--- src/rtl/banded_sw_scorer_if.sv ---
// Request/result bundle for banded_sw_scorer.
// master drives start/R/Q; slave returns status and results.
interface banded_sw_scorer_if #(
   parameter int LEN = 12,
   parameter int SW  = 8
);
   localparam int AW = $clog2(LEN + 1);

   logic             start;
   logic [2*LEN-1:0] R;
   logic [2*LEN-1:0] Q;
   logic             busy;
   logic             done;
   logic [SW-1:0]    score;
   logic [AW-1:0]    end_r;
   logic [AW-1:0]    end_q;
   logic             early;

   modport master (
      output start, R, Q,
      input  busy, done, score, end_r, end_q, early
   );

   modport slave (
      input  start, R, Q,
      output busy, done, score, end_r, end_q, early
   );
endinterface

--- src/rtl/banded_sw_scorer.sv ---
// Banded Smith-Waterman scorer, one DP cell per cycle.
// Optional X-drop early exit: define SW_EARLY_EXIT_EN.
module banded_sw_scorer #(
   parameter int LEN      = 12,
   parameter int BAND     = 2,
   parameter int SW       = 8,
   parameter int MATCH    = 2,
   parameter int MISMATCH = 1,
   parameter int GAP      = 1,
   parameter int XDROP    = 6
) (
   input logic clk,
   input logic reset,
   banded_sw_scorer_if.slave bus
);
   localparam int AW = $clog2(LEN + 1);
   localparam int XW = (LEN > 1) ? $clog2(LEN) : 1;
   localparam int NB = 2 * BAND + 1;
   localparam int DW = $clog2(NB + 1);
   localparam int IW = SW + 2;
   localparam logic [SW-1:0] SMAX = {SW{1'b1}};
   localparam logic [AW-1:0] LEN_A = AW'(LEN);
   localparam logic [AW-1:0] ONE_A = AW'(1);
   localparam logic [DW-1:0] DTOP = DW'(2 * BAND);

   typedef enum logic [1:0] {IDLE, CALC, FIN} state_t;
   state_t state_q, state_d;

   logic [1:0]    rs_q [LEN];
   logic [1:0]    qs_q [LEN];
   logic [AW-1:0] i_q, j_q;
   logic [DW-1:0] d_q;
   logic [SW-1:0] row_q [NB];
   logic [SW-1:0] left_q;
   logic          stop_q;
   logic          hv_q;
   logic [SW-1:0] h_q;
   logic [AW-1:0] hi_q, hj_q;
   logic [SW-1:0] best_q;
   logic [AW-1:0] bi_q, bj_q;
   logic [SW-1:0] score_q;
   logic [AW-1:0] er_q, eq_q;

   logic go, fin_go, cell_en;
   logic row_end, last, stop_set;
   logic [AW-1:0] jn;
   logic [DW-1:0] dn, du;
   logic [XW-1:0] ri, qj;
   logic [SW-1:0] diag, up, h_cell;
   logic signed [IW-1:0] vd, vu, vl, vm;
   logic          upd;
   logic [SW-1:0] nb_s;
   logic [AW-1:0] nb_i, nb_j;

   always_ff @(posedge clk) begin
      if (reset) state_q <= IDLE;
      else       state_q <= state_d;
   end

   always_comb begin
      state_d = state_q;
      unique case (state_q)
         IDLE:    if (bus.start) state_d = CALC;
         CALC:    if (stop_q) state_d = FIN;
         FIN:     state_d = IDLE;
         default: state_d = IDLE;
      endcase
   end

   always_comb begin
      bus.busy = 1'b0;
      bus.done = 1'b0;
      unique case (1'b1)
         (state_q == CALC): bus.busy = 1'b1;
         (state_q == FIN):  bus.done = 1'b1;
         default: ;
      endcase
   end

   assign go      = (state_q == IDLE) && bus.start;
   assign fin_go  = (state_q == CALC) && stop_q;
   assign cell_en = (state_q == CALC) && !stop_q;
   assign row_end = (j_q == LEN_A) || (d_q == DTOP);
   assign last    = row_end && (i_q == LEN_A);

   // First cell of the next row, and its diagonal slot
   assign jn = (int'(i_q) >= BAND) ? AW'(int'(i_q) + 1 - BAND) : ONE_A;
   assign dn = (int'(i_q) >= BAND) ? '0 : DW'(BAND - int'(i_q));
   assign du = (d_q == DTOP) ? d_q : d_q + 1'b1;

   always_comb begin
      ri   = XW'(i_q - ONE_A);
      qj   = XW'(j_q - ONE_A);
      diag = (i_q == ONE_A || j_q == ONE_A) ? '0 : row_q[d_q];
      up   = (i_q == ONE_A || d_q == DTOP) ? '0 : row_q[du];
      vd   = signed'({2'b00, diag});
      vd   = vd + ((rs_q[ri] == qs_q[qj]) ? IW'(MATCH) : -IW'(MISMATCH));
      vu   = signed'({2'b00, up}) - IW'(GAP);
      vl   = signed'({2'b00, left_q}) - IW'(GAP);
      vm   = '0;
      if (vd > vm) vm = vd;
      if (vu > vm) vm = vu;
      if (vl > vm) vm = vl;
      h_cell = (vm > signed'({2'b00, SMAX})) ? SMAX : vm[SW-1:0];
   end

   // Max fold lags the cell by one cycle; ties keep the earlier cell
   always_comb begin
      upd  = hv_q && (h_q > best_q);
      nb_s = upd ? h_q : best_q;
      nb_i = upd ? hi_q : bi_q;
      nb_j = upd ? hj_q : bj_q;
   end

   always_ff @(posedge clk) begin
      if (go) begin
         for (int k = 0; k < LEN; k++) begin
            rs_q[k] <= bus.R[2*k +: 2];
            qs_q[k] <= bus.Q[2*k +: 2];
         end
      end
   end

   always_ff @(posedge clk) begin
      if (reset) begin
         for (int k = 0; k < NB; k++) row_q[k] <= '0;
         i_q     <= ONE_A;
         j_q     <= ONE_A;
         d_q     <= DW'(BAND);
         left_q  <= '0;
         stop_q  <= 1'b0;
         hv_q    <= 1'b0;
         h_q     <= '0;
         hi_q    <= '0;
         hj_q    <= '0;
         best_q  <= '0;
         bi_q    <= '0;
         bj_q    <= '0;
         score_q <= '0;
         er_q    <= '0;
         eq_q    <= '0;
      end else begin
         hv_q <= cell_en;
         if (go) begin
            i_q     <= ONE_A;
            j_q     <= ONE_A;
            d_q     <= DW'(BAND);
            left_q  <= '0;
            stop_q  <= 1'b0;
            best_q  <= '0;
            bi_q    <= '0;
            bj_q    <= '0;
            score_q <= '0;
            er_q    <= '0;
            eq_q    <= '0;
         end else begin
            best_q <= nb_s;
            bi_q   <= nb_i;
            bj_q   <= nb_j;
            if (cell_en) begin
               h_q        <= h_cell;
               hi_q       <= i_q;
               hj_q       <= j_q;
               row_q[d_q] <= h_cell;
               if (stop_set) stop_q <= 1'b1;
               if (row_end) begin
                  left_q <= '0;
                  if (!last) begin
                     i_q <= i_q + ONE_A;
                     j_q <= jn;
                     d_q <= dn;
                  end
               end else begin
                  left_q <= h_cell;
                  j_q    <= j_q + ONE_A;
                  d_q    <= d_q + 1'b1;
               end
            end
            if (fin_go) begin
               score_q <= nb_s;
               er_q    <= nb_i;
               eq_q    <= nb_j;
            end
         end
      end
   end

   assign bus.score = score_q;
   assign bus.end_r = er_q;
   assign bus.end_q = eq_q;

`ifdef SW_EARLY_EXIT_EN
   logic [SW-1:0] rmax_q, rm, sm;
   logic          xdrop, xit_q, early_q;

   // Row max and global max both include the cell being computed
   always_comb begin
      rm    = (h_cell > rmax_q) ? h_cell : rmax_q;
      sm    = (h_cell > nb_s) ? h_cell : nb_s;
      xdrop = cell_en && row_end && !last &&
              ((IW'(rm) + IW'(XDROP)) < IW'(sm));
   end

   always_ff @(posedge clk) begin
      if (reset) begin
         rmax_q  <= '0;
         xit_q   <= 1'b0;
         early_q <= 1'b0;
      end else if (go) begin
         rmax_q  <= '0;
         xit_q   <= 1'b0;
         early_q <= 1'b0;
      end else begin
         if (cell_en) rmax_q <= row_end ? '0 : rm;
         if (xdrop) xit_q <= 1'b1;
         if (fin_go) early_q <= xit_q;
      end
   end

   assign stop_set  = last | xdrop;
   assign bus.early = early_q;
`else
   assign stop_set  = last;
   assign bus.early = 1'b0;
`endif
endmodule

--- src/flat_wrapper.sv ---
// flat-port wrapper written by rule: the top's interface ports become plain ports
module banded_sw_scorer_flat 
#(
   parameter int LEN      = 12,
   parameter int BAND     = 2,
   parameter int SW       = 8,
   parameter int MATCH    = 2,
   parameter int MISMATCH = 1,
   parameter int GAP      = 1,
   parameter int XDROP    = 6
)
  (clk, reset, bus_start, bus_R, bus_Q, bus_busy, bus_done, bus_score, bus_end_r, bus_end_q, bus_early);
  banded_sw_scorer_if #(.LEN(LEN), .SW(SW)) bus_i ();
  input logic clk;
  input logic reset;
  input wire logic [$bits(bus_i.start)-1:0] bus_start;
  input wire logic [$bits(bus_i.R)-1:0] bus_R;
  input wire logic [$bits(bus_i.Q)-1:0] bus_Q;
  output wire logic [$bits(bus_i.busy)-1:0] bus_busy;
  output wire logic [$bits(bus_i.done)-1:0] bus_done;
  output wire logic [$bits(bus_i.score)-1:0] bus_score;
  output wire logic [$bits(bus_i.end_r)-1:0] bus_end_r;
  output wire logic [$bits(bus_i.end_q)-1:0] bus_end_q;
  output wire logic [$bits(bus_i.early)-1:0] bus_early;
  assign bus_i.start = bus_start;
  assign bus_i.R = bus_R;
  assign bus_i.Q = bus_Q;
  assign bus_busy = bus_i.busy;
  assign bus_done = bus_i.done;
  assign bus_score = bus_i.score;
  assign bus_end_r = bus_i.end_r;
  assign bus_end_q = bus_i.end_q;
  assign bus_early = bus_i.early;
  banded_sw_scorer #(.LEN(LEN), .BAND(BAND), .SW(SW), .MATCH(MATCH), .MISMATCH(MISMATCH), .GAP(GAP), .XDROP(XDROP)) u_core (.clk(clk), .reset(reset), .bus(bus_i));
endmodule
--- config.mk ---
export PLATFORM = sky130hd
export DESIGN_NAME = banded_sw_scorer_flat
export DESIGN_NICKNAME = d
export VERILOG_FILES = /design/src/rtl/banded_sw_scorer_if.sv /design/src/rtl/banded_sw_scorer.sv /design/src/flat_wrapper.sv
export SDC_FILE = /design/constraint.sdc
export NUM_CORES = 1
export LEC_CHECK = 0
export ABC_CLOCK_PERIOD_IN_PS = 15800
export CAP_MARGIN = 20
export CORE_MARGIN = 2
export CORE_UTILIZATION = 64
export DETAILED_ROUTE_END_ITERATION = 6
export GPL_TIMING_DRIVEN = 1
export PLACE_DENSITY = 0.91
export SLEW_MARGIN = 10
export SYNTH_ARGS = -nofsm -noshare
export SYNTH_HDL_FRONTEND = slang
export SYNTH_SLANG_ARGS = --single-unit
export TNS_END_PERCENT = 10
--- constraint.sdc ---
create_clock -name clk -period 15.8 [get_ports clk]
set_input_delay 2.37 -clock clk [delete_from_list [all_inputs] [get_ports clk]]
set_output_delay 2.37 -clock clk [all_outputs]
set_load 0.01 [all_outputs]
**Yosys cells after proc, flatten, opt, wreduce, memory -nomap -nowiden**

Memories as Yosys holds them, arrays and structs flattened. A register that Yosys moved wholly into a read port is not among the register bits.
Index checks and enable logic that the tools add are counted.

- Bits in writable memories: 88
- Latch bits: 0
- Bits in registers: 71
- Output and inout bits: 19
- Bits in read-only memories: 0
- Bits of input ports: 51
- Memories kept: 3

- Shifts and indexed selects: 0
- Multiplexer cells: 36
- Bitwise operators: 2
- $lt $le $gt $ge: 6
- $mul: 0
- Eq/ne operators: 11
- Div/mod/pow operators: 0
- Add/sub/neg operators: 11
- Reduce and logical (&&, ||, !) cells: 17

Memory list:

| name | words | bits a word | read ports | clocked after memory_dff | wr ports | line | RTL |
|---|---|---|---|---|---|---|---|
| u_core.row_q | 5 | 8 | 2 | 1 | 5 | banded_sw_scorer.sv:33 | `logic [SW-1:0] row_q [NB];` |
| u_core.qs_q | 12 | 2 | 1 | 0 | 12 | banded_sw_scorer.sv:30 | `logic [1:0] qs_q [LEN];` |
| u_core.rs_q | 12 | 2 | 1 | 0 | 12 | banded_sw_scorer.sv:29 | `logic [1:0] rs_q [LEN];` |

Operator list:

| operator | count |
|---|---|
| 2-to-1 mux 8 bit | 6 |
| 2-to-1 mux 10 bit | 4 |
| 2-to-1 mux 3 bit | 7 |
| > comparator 10 bit | 2 |
| 2-to-1 mux 4 bit | 5 |
| subtractor 8 x 1 -> 9 bit, second input constant | 2 |
| adder 4 x 1 -> 4 bit, second input constant | 3 |
| 2-to-1 mux 1 bit | 11 |
| adder 9 x 10 -> 10 bit | 1 |
| > comparator 10 x 1 -> 1 bit, second input constant | 1 |
| > comparator 10 x 9 -> 1 bit, second input constant | 1 |
| == test 4 x 1 -> 1 bit, second input constant | 2 |
| == test 4 bit, second input constant | 2 |
| > comparator 8 bit | 1 |
| AND reduction 2 bit | 4 |
| OR reduction 8 bit | 1 |
| subtractor 4 x 1 -> 4 bit, second input constant | 2 |
| logical AND 1 bit | 5 |
| greater-or-equal comparator 4 x 2 -> 1 bit, second input constant | 1 |
| 2-to-1 mux 2 bit | 2 |
| != test 2 bit, second input constant | 2 |
| one-hot mux 2 bit (2 select lines) | 1 |
| subtractor 4 x 3 -> 4 bit, second input constant | 1 |
| adder 3 x 1 -> 3 bit, second input constant | 1 |
| other kinds (12) | 15 |

**Longest topological paths before layout**

An unclocked memory read counts as a cell.

- Word-level depth: 14
- Gate-level depth with buffers: 44

**Least setup slack after synthesis**

Ideal clock, no wire load.

- Path type: register to register
- From: reg u_core.i_q[0]
- To: mem u_core.row_q[5][4] (data pin)
- Stages on the path, launching flop included: 43
- Arrival: 8.717 ns
- Setup slack: 6.799 ns
- Path buffers: 6
- Data required time: 15.516 ns
- Cells stage by stage: dfxtp_1 -> clkbuf_1 -> inv_1 -> ha_1 -> buf_2 -> mux2_2 -> mux4_2 -> mux2i_1 -> xnor2_1 -> nand2_1 -> ha_1 -> inv_1 -> ha_1 -> nor2b_1 -> o2111ai_1 -> a32oi_1 -> o311a_1 -> o2111a_1 -> (+7 left out) -> o211ai_1 -> a21oi_1 -> o31a_1 -> buf_2 -> nand2_1 -> buf_2 -> mux2_2 -> ha_1 -> nor2b_1 -> o21a_1 -> o21a_1 -> o21a_1 -> o21ai_0 -> a21oi_1 -> nand2b_1 -> buf_2 -> a311oi_2 -> nor2_1

RTL lines:

| what | line | RTL |
|---|---|---|
| start, declared | banded_sw_scorer.sv:31 | `logic [AW-1:0] i_q, j_q;` |
| start signal, assigned | banded_sw_scorer.sv:169 | `i_q <= i_q + ONE_A;` |
| end, declared | banded_sw_scorer.sv:33 |  |

==> impl_results.md <==
* Count of flip-flops with a built-in enable after synthesis at 112
* Share of power burned in the clock network at 0.219
* Total power density per cell area at 161.8 mW/mm²
* Post-CTS Repair Setup Buffers at 0
* DR WL/cell at 21.95 µm
* Number of port buffers at 68
* Total Power at 0.001853 W
* Ranking of synthesized cells by area: sky130_fd_sc_hd__edfxtp_1 33%, sky130_fd_sc_hd__dfxtp_1 15%, sky130_fd_sc_hd__mux4_2 7.6%, sky130_fd_sc_hd__ha_1 6.0%, sky130_fd_sc_hd__mux2i_1 4.5%
* Final-stage net count at 1060
* CP Capture Type: register
* Buffer cell driving the clock tree root: sky130_fd_sc_hd__clkbuf_16
* Synthesis-to-finish area growth at 13.58%
* Net load switching power at 0.0007634 W
* Cell Rows at 45
* Count of state elements after synthesis at 186
* Initial DRC Count at between 1000 and 1500
* Finished Layout Cells at 1185
* Antenna viol nets, final at 0
* Via count normalized by instance count at 6.635
* Worst Hold Depth at 2
* Worst max-slew margin expressed relative to the limit at 0.2226
* Post-layout utilization of the core at 0.7475
* Largest driver fanout on the critical path at 13
* Layout Skew at 0.009521 ns
* Post-synth top flop: sky130_fd_sc_hd__edfxtp_1
* Share of the yosys chip area belonging to registers at 0.4806
* DPL Wire Length at between 15000 and 20000 µm
* Fmax achieved at 87.16 MHz
* Iteration count of the initial detailed-routing pass at 7
* DIE WIDTH at 129.5 µm
* Count of antenna diodes in the layout at 0
* CP Buf/Inv Count at 2
* CTS Hold Buffers Added at 0
* Antenna violations before repair at 0
* Top cell type by total area after synthesis: sky130_fd_sc_hd__edfxtp_1
* Internal power summed over all cells at 0.001089 W
* Boundary pin count at 70
* Leakage dissipation at 4.229 nW
* Number of vias after detailed routing at 7863
* Data required time at the worst endpoint at roughly 16 ns
* Fin. Hold Viols at 0
* Proportion of netlist area held by the largest area contributor at 0.3337
* Min cycle time layout at between 10 and 15 ns
* Combinational Power Share at 0.432
* Synthesized net count at 1014
* Flop pwr share at 0.349
* Cell Area, Synth at between 0.01 and 0.015 mm²
* Clk_lat worst skew at 0.45 ns
* Vias in the first global route at 7673
* Signal arrival time at the worst endpoint at 11.63 ns
* Tcrit/Tclk final at 0.7261
* MaxCap Viol Count at 0
* HP Class: register to register
* Gr ovfl total at 0
* Total Negative Setup Slacks at 0 ns
* Setup-violating endpoint count in the final report at 0
* Share of synthesized flip-flops with an asynchronous set or reset at 0
* Cell family contributing the most delay on the critical path: compound AO/OA/AOI/OAI gates
* Critical setup path kind: register to register
* Maximum number of pins on one net before global-route repair at 52
* Wire length reported by the detailed router at 26020 µm
* Number of instances in the synthesized netlist at 915
* Synth warnings at 0
* Htree depth at 4
* Worst path depth at 36
* Placeable core area at 0.01531 mm²
* Worst ir drop on vdd at 0.1347 mV
* Die Area at 0.01677 mm²
* Violated checks: design-rule violations
* Mean post-synth cell area at 11.02 µm²
* Maximum clock insertion buffer count at 2
* Worst R2R Setup Slack at 4.33 ns
* Clock Sink Count at between 150 and 200
* Filler Cell Count at 946
* R2R cell count at 36
* Unrepaired setup endpoints after global routing: no
* Placer Congestion at 0.9512
* Num CTS Buffers at 17
* Startpoint type of the worst setup path: register
* Global-route wire length before repair at 41060 µm
* Vertical extent of the die at 129.5 µm
* Clock tree from TritonCTS: done
* Post-cts resize count at 0
* Count of unresolved DRC violations after routing at 3
* Sw frac at 0.4121
* Cell type of the slowest stage on the worst timing path: sky130_fd_sc_hd__o22ai_1
* Transition time of the tightest slew-check pin at approximately 1.2 ns
* Initial core utilization at 0.6582
* Cell count after placement at 1150
* Overall track demand over capacity in global routing at 0.3259
* Pins over their slew limit at 0
* Clock transition at the registers of the reported paths at 0.07 ns
* Hold slack final at 0.4862 ns
* Ratio of cells with drive above 1 in the final layout at 0.1150
* Largest stage delay on the critical path at 0.87 ns
* Result of the run: complete, but fails checks
* Number of distinct library cells after synthesis at 79
-- sequential cells by signal, indices dropped and copies added (netlist names), 2 cells and up, named ones only --
signal and cells:
u_core.best_q 8, u_core.bi_q 4, u_core.bj_q 4, u_core.bus.end_q 4, u_core.bus.end_r 4, u_core.bus.score 8, u_core.d_q 3, u_core.h_q 8
u_core.hi_q 4, u_core.hj_q 4, u_core.i_q 4, u_core.j_q 4, u_core.left_q 8, u_core.qs_q 24, u_core.row_q 64, u_core.rs_q 24
u_core.state_q 2
-- cell families (layout without fill, tap and decap cells) --
group           Yosys count  in the layout  synth area share
other cells               2              2         0.0007451
flops                   186            186            0.4806
buf+inv                  96            155           0.03823
xor+xnor                 23             23           0.02073
mux                      90             90            0.1329
compound gates          165            165            0.1190
fa+ha+maj                48             48           0.05958
simple gates            305            305            0.1481
-- per-layer routing --
layer	track usage	share of wire	vias to the layer above	routed length, µm
met1	0.4175	0.39	3767	10080
li1	-	-	3498	-
met5	0	0	-	0
met4	0.1271	0.034	0	880
met2	0.5362	0.48	507	12520
met3	0.08423	0.098	91	2543
-- path summary, 6_finish.rpt --
path | start | end
setup / recovery | u_core.i_q[0]$_SDFFE_PP1P_ | u_core.row_q[5][4]$_DFFE_PP_
hold / removal | u_core.hi_q[1]$_SDFFE_PP0P_ | u_core.hi_q[1]$_SDFFE_PP0P_
setup reg to reg | u_core.i_q[0]$_SDFFE_PP1P_ | u_core.row_q[5][4]$_DFFE_PP_
hold reg to reg | u_core.hi_q[1]$_SDFFE_PP0P_ | u_core.hi_q[1]$_SDFFE_PP0P_
-- Yosys cell counts (9+ instances only) --
cell,instances
sky130_fd_sc_hd__ha_1,48
sky130_fd_sc_hd__buf_2,11
sky130_fd_sc_hd__nand4_1,9
sky130_fd_sc_hd__dfxtp_1,74
sky130_fd_sc_hd__edfxtp_1,112
sky130_fd_sc_hd__xnor2_1,15
sky130_fd_sc_hd__a21oi_1,44
sky130_fd_sc_hd__nor2b_1,11
sky130_fd_sc_hd__nand2b_1,12
sky130_fd_sc_hd__nand3_1,33
sky130_fd_sc_hd__clkbuf_1,31
sky130_fd_sc_hd__nor3_1,40
sky130_fd_sc_hd__inv_1,45
sky130_fd_sc_hd__mux4_2,34
sky130_fd_sc_hd__mux2_2,11
sky130_fd_sc_hd__a211oi_1,21
sky130_fd_sc_hd__and2_1,11
sky130_fd_sc_hd__nand2_1,53
sky130_fd_sc_hd__nor2_1,100
sky130_fd_sc_hd__o21ai_0,27
sky130_fd_sc_hd__mux2i_1,45
-- stage by stage --
step	instance area [µm²]	setup WS (ns)
floorplan	10080	6.799
finish	11450	4.327
global route	11450	3.446
detailed placement	10870	4.487
CTS	11420	4.351
global placement	10870	5.014
-- power by group through the flow --
stage	combinational, W	clock, W	sequential [W]
after floorplan	0.000562	0	0.000641
after global placement	0.000718	0	0.000652
after detailed placement	0.000751	0	0.000654
after CTS	0.000764	0.000404	0.000645
after global routing	0.000864	0.000424	0.000649
final	0.000800	0.000406	0.000647
-- area by class of cell --
type | instances | area, µm² | share of cell area
multi-input combinational | 633 | 4860 | 0.4245
sequential | 186 | 4845 | 0.4232
timing repair buffer | 78 | 760.7 | 0.06645
clock buffer | 17 | 425.4 | 0.03716
tap | 211 | 264.0 | 0.02306
inverter | 45 | 168.9 | 0.01475
clock inverter | 15 | 125.1 | 0.01093
-- placed cells by master, fill, tap and decap left out, types with 9 or more instances in the layout --
cell type                         count
sky130_fd_sc_hd__edfxtp_1           112
sky130_fd_sc_hd__nor2_1             100
sky130_fd_sc_hd__dfxtp_1             74
sky130_fd_sc_hd__clkdlybuf4s50_1     68
sky130_fd_sc_hd__nand2_1             53
sky130_fd_sc_hd__ha_1                48
sky130_fd_sc_hd__mux2i_1             45
sky130_fd_sc_hd__inv_1               45
sky130_fd_sc_hd__a21oi_1             44
sky130_fd_sc_hd__nor3_1              39
sky130_fd_sc_hd__mux4_2              34
sky130_fd_sc_hd__nand3_1             33
sky130_fd_sc_hd__o21ai_0             27
sky130_fd_sc_hd__a211oi_1            21
sky130_fd_sc_hd__clkbuf_16           17
sky130_fd_sc_hd__xnor2_1             15
sky130_fd_sc_hd__nand2b_1            12
sky130_fd_sc_hd__mux2_2              11
sky130_fd_sc_hd__and2_1              11
sky130_fd_sc_hd__nor2b_1             11
sky130_fd_sc_hd__nand4_1              9
-- worst register-to-register path, delay by kind of cell, from the launching register on --
family	cells	cell delay, ns
muxes	4	1.47
xor gates and xnor gates	2	0.40
buffers and inverters	2	0.50
AOI/OAI and AO/OA	14	4.18
and+or+nand+nor	10	2.12
DFF	1	0.67
adders and majority gates	4	1.84
(Power assumes the default switching activity.)
